<file path="config.mk">
export PLATFORM = sky130hd
export DESIGN_NAME = fetch_unit
export DESIGN_NICKNAME = d
export VERILOG_FILES = /design/src/rtl/fetch_unit.sv
export SDC_FILE = /design/constraint.sdc
export NUM_CORES = 1
export LEC_CHECK = 0
export BUFFER_PORTS_ARGS = -buffer_cell sky130_fd_sc_hd__buf_2
export CAP_MARGIN = 25
export CORE_MARGIN = 5
export CORE_UTILIZATION = 53
export CTS_BUF_LIST = sky130_fd_sc_hd__clkbuf_8 sky130_fd_sc_hd__clkbuf_16
export DETAILED_ROUTE_END_ITERATION = 8
export PLACE_DENSITY = 0.86
export SYNTH_ARGS = -nofsm -noshare
export SYNTH_HDL_FRONTEND = slang
export SYNTH_SLANG_ARGS = --single-unit
</file>
<file path="constraint.sdc">
create_clock -name clk -period 4.94 [get_ports clk]
set_clock_uncertainty 0.1 [all_clocks]
set_input_delay 0.247 -clock clk [delete_from_list [all_inputs] [get_ports clk]]
set_output_delay 0.247 -clock clk [all_outputs]
set_load 0.01 [all_outputs]
</file>
<file path="src/rtl/fetch_unit.sv">
// Instruction fetch unit: holds the PC, issues one fetch request at a time
// to instruction memory, registers the returned word and presents it to the
// control unit until the downstream stage releases it.
module fetch_unit #(
  parameter int                    ADDR_WIDTH = 32,
  parameter logic [ADDR_WIDTH-1:0] RESET_PC   = '0
) (
  input  logic                  clk,
  input  logic                  rst,
  input  logic                  PCsrc,
  input  logic [ADDR_WIDTH-1:0] ImmOp,
  input  logic                  stall,
  output logic                  imem_req,
  output logic [ADDR_WIDTH-1:0] imem_addr,
  input  logic                  imem_ack,
  input  logic [31:0]           imem_rdata,
  output logic [31:0]           instr,
  output logic                  instr_valid,
  output logic [ADDR_WIDTH-1:0] PC
);

  localparam logic [1:0] IDLE = 2'd0;
  localparam logic [1:0] REQ  = 2'd1;
  localparam logic [1:0] HOLD = 2'd2;

  logic [1:0]            state;
  logic [ADDR_WIDTH-1:0] pc_sum;
  logic [ADDR_WIDTH-1:0] pc_next;

  // Branch target or sequential address; wraps naturally, word-aligned.
  always_comb begin
    pc_sum  = PCsrc ? (PC + ImmOp) : (PC + ADDR_WIDTH'(4));
    pc_next = {pc_sum[ADDR_WIDTH-1:2], 2'b00};
  end

  // Outputs decode directly from the state register, never from inputs.
  always_comb begin
    imem_req    = (state == REQ);
    instr_valid = (state == HOLD);
    imem_addr   = PC;
  end

  // Fetch sequencing: IDLE -> REQ, wait for ack, then HOLD until released.
  always_ff @(posedge clk) begin
    if (rst) begin
      state <= IDLE;
      PC    <= RESET_PC;
      instr <= 32'h0000_0000;
    end else begin
      case (state)
        IDLE: begin
          state <= REQ;
        end
        REQ: begin
          if (imem_ack) begin
            instr <= imem_rdata;
            state <= HOLD;
          end
        end
        HOLD: begin
          if (!stall) begin
            PC    <= pc_next;
            state <= REQ;
          end
        end
        default: begin
          state <= IDLE;
        end
      endcase
    end
  end

endmodule

</file>
==> results.toml, run 1 <==
[hold_path]
whs_endpoint = "instr[13]"
holdPathStages = 3
hold_class = "input port to register"
hold_start = "imem_rdata[13]"

[logic_synthesis]
avgSynthCellArea_um2 = 7.547
synth_cell_types = 58
synth-edff-count = 0
ys.warnings.count = 0
async_reset_ff_share_pct = 0
yosys.area_share.simple_pct = 26.09
synthMuxAreaShare_pct = 0.7042
yosysTopAreaCell = "dfxtp_1"
synth_compound_area_share_pct = 22.21
syn_inst = 565
syn_area_um2 = 4264
netlist_top_cells_area = "dfxtp_1, nand2_1, a21oi_1"
synth_top_family_by_area = "simple AND/OR/NAND/NOR gates"
synth_flop_cell = "dfxtp_1"
ys_seq_elements = 64
synth_adder_area_share_pct = 8.979
synth_top_area_share_pct = 30.05
synthXorXnorAreaFrac_pct = 2.465
synth_seq_area_share_pct = 30.05

[placement]
dp.cells = 776
post_dp_cell_area_um2 = 4891
gp_congestion = 0.9027
hpwl_um = 8697
port_buffers = 160

[cts]
cts_tree = "done"
cts_buffers = 9
cts_max_path_buffers = 2
cts_sinks = 64
clk_latency_ns = 0.35
post_cts_buffers = 0
clk_transition_reported_paths_ns = 0.08
post_cts_resized = 0
hold_buffers = 0
root_buffer = "clkbuf_8"
cts_max_level = 3

[global_routing]
grt_pass1_vias = 4335
antenna_found_initial = 0
use_met2_pct = 39.71
grt_max_degree = 69
grt_first_pass_wirelength_um = 19180
grt.busiest_layer = "met2"
grt_util_all_layers_pct = 23.16
use_met3_pct = 7.223
overflow = 0
grt.met1_usage_pct = 26.57

[sta]
fin_crit_ns = 3.498
setup_tns_ns = 0
setup_viol = 0
post-route-period-util_pct = 70.82
hold_viol = 0
grt_setup_unrepaired = "no"
hold_ws_ns = 0.02967
tightestPinTransition_ns = 0.7428
timing.slew.headroom_pct = 50.48
drv_slew = 0
fmax_mhz = 285.8

[status]
status = "finished clean"

[floorplan]
start_util_pct = 54.90
ios = 167
die_area_um2 = 9939
die_y_um = 99.70
row_count = 32
coreArea_um2 = 7767
dieWidth_um = 99.70

[worst_setup_path]
reg2regPathDepth = 11
r2r-end = "PC[24]"
start_kind = "register"
r2r-start = "PC[2]"
arrival_ns = 3.64
endpoint_kind = "register"
cp_max_fo = 4
cp.required_ns = 5.08
rrSetupSlack_ns = 1.44
worstSetupPathType = "register to register"

[layout]
layout-drive-gt1-share_pct = 27.83
fin_util_pct = 66.22
nets = 784
fillers = 659
syn_to_final_growth_pct = 20.63
final_area_um2 = 5144
n_antenna_cell = 0
final_common_cell = "buf_2"
final_cell_mix = "buf_2, nand2_1, a21oi_1"
stdcell_count = 792

[detailed_routing]
drt_first_iter_violations = 148
drc = 0
ant_nets = 0
wl_per_cell_um = 14.84
first_pass_iters = 4
wirelength_um = 11760
via_per_inst = 5.513
vias = 4366

[pwr]
ir_drop_v = 0.0001927
powerDensity_nw_per_um2 = 252.5
total_leakage_power_nw = 2.451

[run]
maxCapViolations = 0
how the worst max path moves through the flow:
| stage | startpoint | endpoint | slack [ns] | cells past startpoint |
|---|---|---|---|---|
| detailed placement | PCsrc | PC[24] | 1.31 | 13 |
| CTS | PC[2] | PC[24] | 1.54 | 11 |
| floorplan | PCsrc | PC[31] | 1.96 | 12 |
| global route | PC[2] | PC[24] | 1.21 | 11 |
| finish | PC[2] | PC[24] | 1.44 | 11 |
| global placement | PCsrc | PC[22] | 1.47 | 13 |
synth_stat cells (all sizes together) (3+ instances only):
library cell,n
nor3,11
a211oi,6
ha,29
dfxtp,64
a21boi,4
a21o,6
a21oi,75
xor2,5
clkbuf,22
nor2,23
and2,30
xnor2,7
and3,7
or3,5
inv,13
a31oi,3
nand3b,4
buf,36
mux2i,3
nand3,13
o21ai,26
o31ai,5
o211ai,3
o311ai,3
nand2b,3
nand4b,3
nor2b,8
nand2,107
nand4,3
o21a,7
o21bai,5
worst max-delay path: stages, from the launching register on:
cell       delay [ns]
dfxtp_1          0.37
ha_1             0.19
inv_1            0.06
fa_1             0.38
nor2b_1          0.22
o31a_1           0.21
o2111ai_1        0.16
a311oi_1         0.68
a21oi_1          0.29
nor4_1           0.34
o21ai_0          0.14
a32o_1           0.26
routing by layer:
metal  vias up  part of all wire, %  routed length, um
met4         0                  1.9                227
li1       2177                    -                  -
met5         -                    0                  0
met3        22                  9.9               1162
met1      1972                   40               4722
met2       195                   48               5645
registers in the layout, summed over array words and instances (netlist names):
register and cells:
instr 32, PC 30, state 2
logic make-up after synthesis:
logic type | count (synthesis)
AOI/OAI and AO/OA | 155
xor gates and xnor gates | 12
adders and majority gates | 30
buffers and inverters | 71
DFF | 64
muxes | 3
other | 1
and+or+nand+nor | 229
stage by stage:
stage,total power [mW],setup WS [ns]
floorplan,0.6662,1.958
global placement,0.7203,1.474
detailed placement,0.7291,1.309
CTS,1.310,1.535
global route,1.354,1.211
finish,1.299,1.442
layout make-up:
type	count	area [um2]	share of cell area (%)
sequential	64	1281	24.91
inverter	13	48.80	0.9487
timing repair buffer	164	838.3	16.30
clock buffer	10	137.6	2.676
tap	102	127.6	2.481
multi-input combinational	433	2595	50.45
clock inverter	6	115.1	2.238
report_power, final:
part	total (mW)	internal (mW)	switching, mW	leakage [nW]
registers	0.543	0.533	0.0108	0.519
logic	0.175	0.0730	0.102	1.81
clock network	0.581	0.352	0.229	0.123
total	1.30	0.957	0.341	2.45
Note: power is estimated with default switching activity, not from simulation.
==> run 2, diff against run 1 <==
--- a/config.mk
+++ b/config.mk
@@ -8,10 +8,10 @@
 export BUFFER_PORTS_ARGS = -buffer_cell sky130_fd_sc_hd__buf_2
 export CAP_MARGIN = 25
 export CORE_MARGIN = 5
-export CORE_UTILIZATION = 53
+export CORE_UTILIZATION = 50
 export CTS_BUF_LIST = sky130_fd_sc_hd__clkbuf_8 sky130_fd_sc_hd__clkbuf_16
 export DETAILED_ROUTE_END_ITERATION = 8
-export PLACE_DENSITY = 0.86
+export PLACE_DENSITY = 0.82
 export SYNTH_ARGS = -nofsm -noshare
 export SYNTH_HDL_FRONTEND = slang
 export SYNTH_SLANG_ARGS = --single-unit
==> constraint.sdc (replaced) <==
create_clock -name clk -period 3.6 [get_ports clk]
set_clock_uncertainty 0.1 [all_clocks]
set_input_delay 0.18 -clock clk [delete_from_list [all_inputs] [get_ports clk]]
set_output_delay 0.18 -clock clk [all_outputs]
set_load 0.01 [all_outputs]
==> run 2 against run 1 <==
Routed wire length rose by 9.4%. First-iteration DRC count rose by 4.7%. Core utilization rose by 0.082 points. Setup slack got worse by 0.97 ns. Clock power rose by 35%. Sequential share of layout area fell by 1.5 points. Via count rose by 4.9%. Register-to-register slack got worse by 0.97 ns. Cell count rose by 4.5%. Global-route usage rose by 1.4 points. Critical path type unchanged.
==> results.toml, run 2 (synthesis gave the netlist of run 1 again) <==
[worst_setup_path]
reg2regPathDepth = 12
start_kind = "register"
r2r-end = "PC[24]"
endpoint_kind = "register"
cp.required_ns = 3.74
rrSetupSlack_ns = 0.47
worstSetupPathType = "register to register"
cp_max_fo = 4
arrival_ns = 3.27
r2r-start = "PC[2]"

[cts]
clk_latency_ns = 0.35
cts_max_level = 3
cts_tree = "done"
clk_transition_reported_paths_ns = 0.08
cts_max_path_buffers = 2
root_buffer = "clkbuf_8"
cts_buffers = 9
post_cts_resized = 0
cts_sinks = 64

[floorplan]
start_util_pct = 51.64
coreArea_um2 = 8258
dieWidth_um = 102.4
row_count = 33
die_y_um = 102.4
die_area_um2 = 10480
ios = 167

[layout]
stdcell_count = 828
final_cell_mix = "buf_2, nand2_1, a21oi_1"
fillers = 712
largest_reg_flops = 32
final_common_cell = "buf_2"
nets = 817
reg_top3 = "instr: 32 flops, PC: 30 flops, state: 2 flops"
layout-drive-gt1-share_pct = 26.69
largest-register = "instr"
n_antenna_cell = 0
syn_to_final_growth_pct = 28.40

[global_routing]
grt_pass1_vias = 4535
grt_max_degree = 45
overflow = 0
antenna_found_initial = 0
grt_first_pass_wirelength_um = 20850
grt_util_all_layers_pct = 24.54

[detailed_routing]
drt_first_iter_violations = 155
first_pass_iters = 5
wirelength_um = 12860
via_per_inst = 5.531
wl_per_cell_um = 15.53
ant_nets = 0
drc = 0
vias = 4580

[hold_path]
hold_class = "input port to register"
whs_endpoint = "state[1]"
hold_start = "stall"
holdPathStages = 3

[pwr]
finalPower_mw = 1.805
ir_drop_v = 0.0003760
total_leakage_power_nw = 2.591
powerDensity_nw_per_um2 = 329.8

[sta]
hold_viol = 0
fmax_mhz = 319.3
grt_setup_unrepaired = "no"
setup_viol = 0
post-route-period-util_pct = 87.00
drv_slew = 0
tightestPinTransition_ns = 0.8899
timing.slew.headroom_pct = 40.67
fin_crit_ns = 3.132
setup_tns_ns = 0

[placement]
gp_congestion = 0.9425
hpwl_um = 8833
dp.cells = 780
port_buffers = 160

[status]
status = "finished clean"

[run]
maxCapViolations = 0
[run 2: worst max-delay path by stage]
stage | from | end | slack [ns]
floorplan | PCsrc | PC[31] | 0.69
global placement | PCsrc | PC[31] | 0.39
detailed placement | PCsrc | PC[31] | 0.29
CTS | PC[2] | PC[24] | 0.49
global route | PC[2] | PC[24] | 0.17
finish | PC[2] | PC[24] | 0.47
[run 2: critical path: stages, from the launching register on]
cell       delay [ns]
dfxtp_1          0.37
ha_1             0.18
inv_1            0.06
fa_1             0.37
nor2b_1          0.22
o31a_1           0.22
o2111ai_1        0.16
a311oi_1         0.37
buf_4            0.20
a21oi_1          0.13
nor4_1           0.26
o21ai_0          0.13
a32o_1           0.25
[run 2: through the flow]
| stage | cell area [um2] | setup WS [ns] | hold slack (ns) | util [%] |
|---|---|---|---|---|
| floorplan | 4275 | 0.6854 | 0.2160 | - |
| global placement | 4887 | 0.3895 | 0.3196 | 59.18 |
| detailed placement | 4902 | 0.2869 | 0.3264 | 59.36 |
| CTS | 5475 | 0.4890 | 0.001003 | 66.30 |
| global route | 5475 | 0.1741 | 0.01829 | 66.30 |
| finish | 5475 | 0.4680 | 0.008550 | 66.30 |
[run 2: area by class of cell]
cell class                      count  area, um2  area share (%)
Multi-Input combinational cell    433       2595           47.39
Sequential cell                    64       1281           23.40
Timing Repair Buffer              197       1166           21.30
Clock buffer                       10      137.6           2.514
Tap cell                          105      131.4           2.399
Clock inverter                      6      115.1           2.102
Inverter                           13      48.80          0.8912
[run 2: repair_timing]
item | 4_1_cts | 5_1_grt
setup buffers | 0 | 0
hold endpoints to repair | 32 | 0
hold buffers | 32 | 0
[run 2: routing by layer]
layer | share of wire (%) | global-route usage [%] | vias up
met4 | 1.9 | 9.788 | 0
li1 | - | - | 2243
met1 | 41 | 28.58 | 2117
met2 | 48 | 43.28 | 193
met5 | 0 | 0 | -
met3 | 9.3 | 5.802 | 27
[run 2: power breakdown]
part	total (mW)	internal (mW)	switching [mW]
logic	0.272	0.123	0.149
registers	0.747	0.731	0.0157
clock network	0.787	0.483	0.304
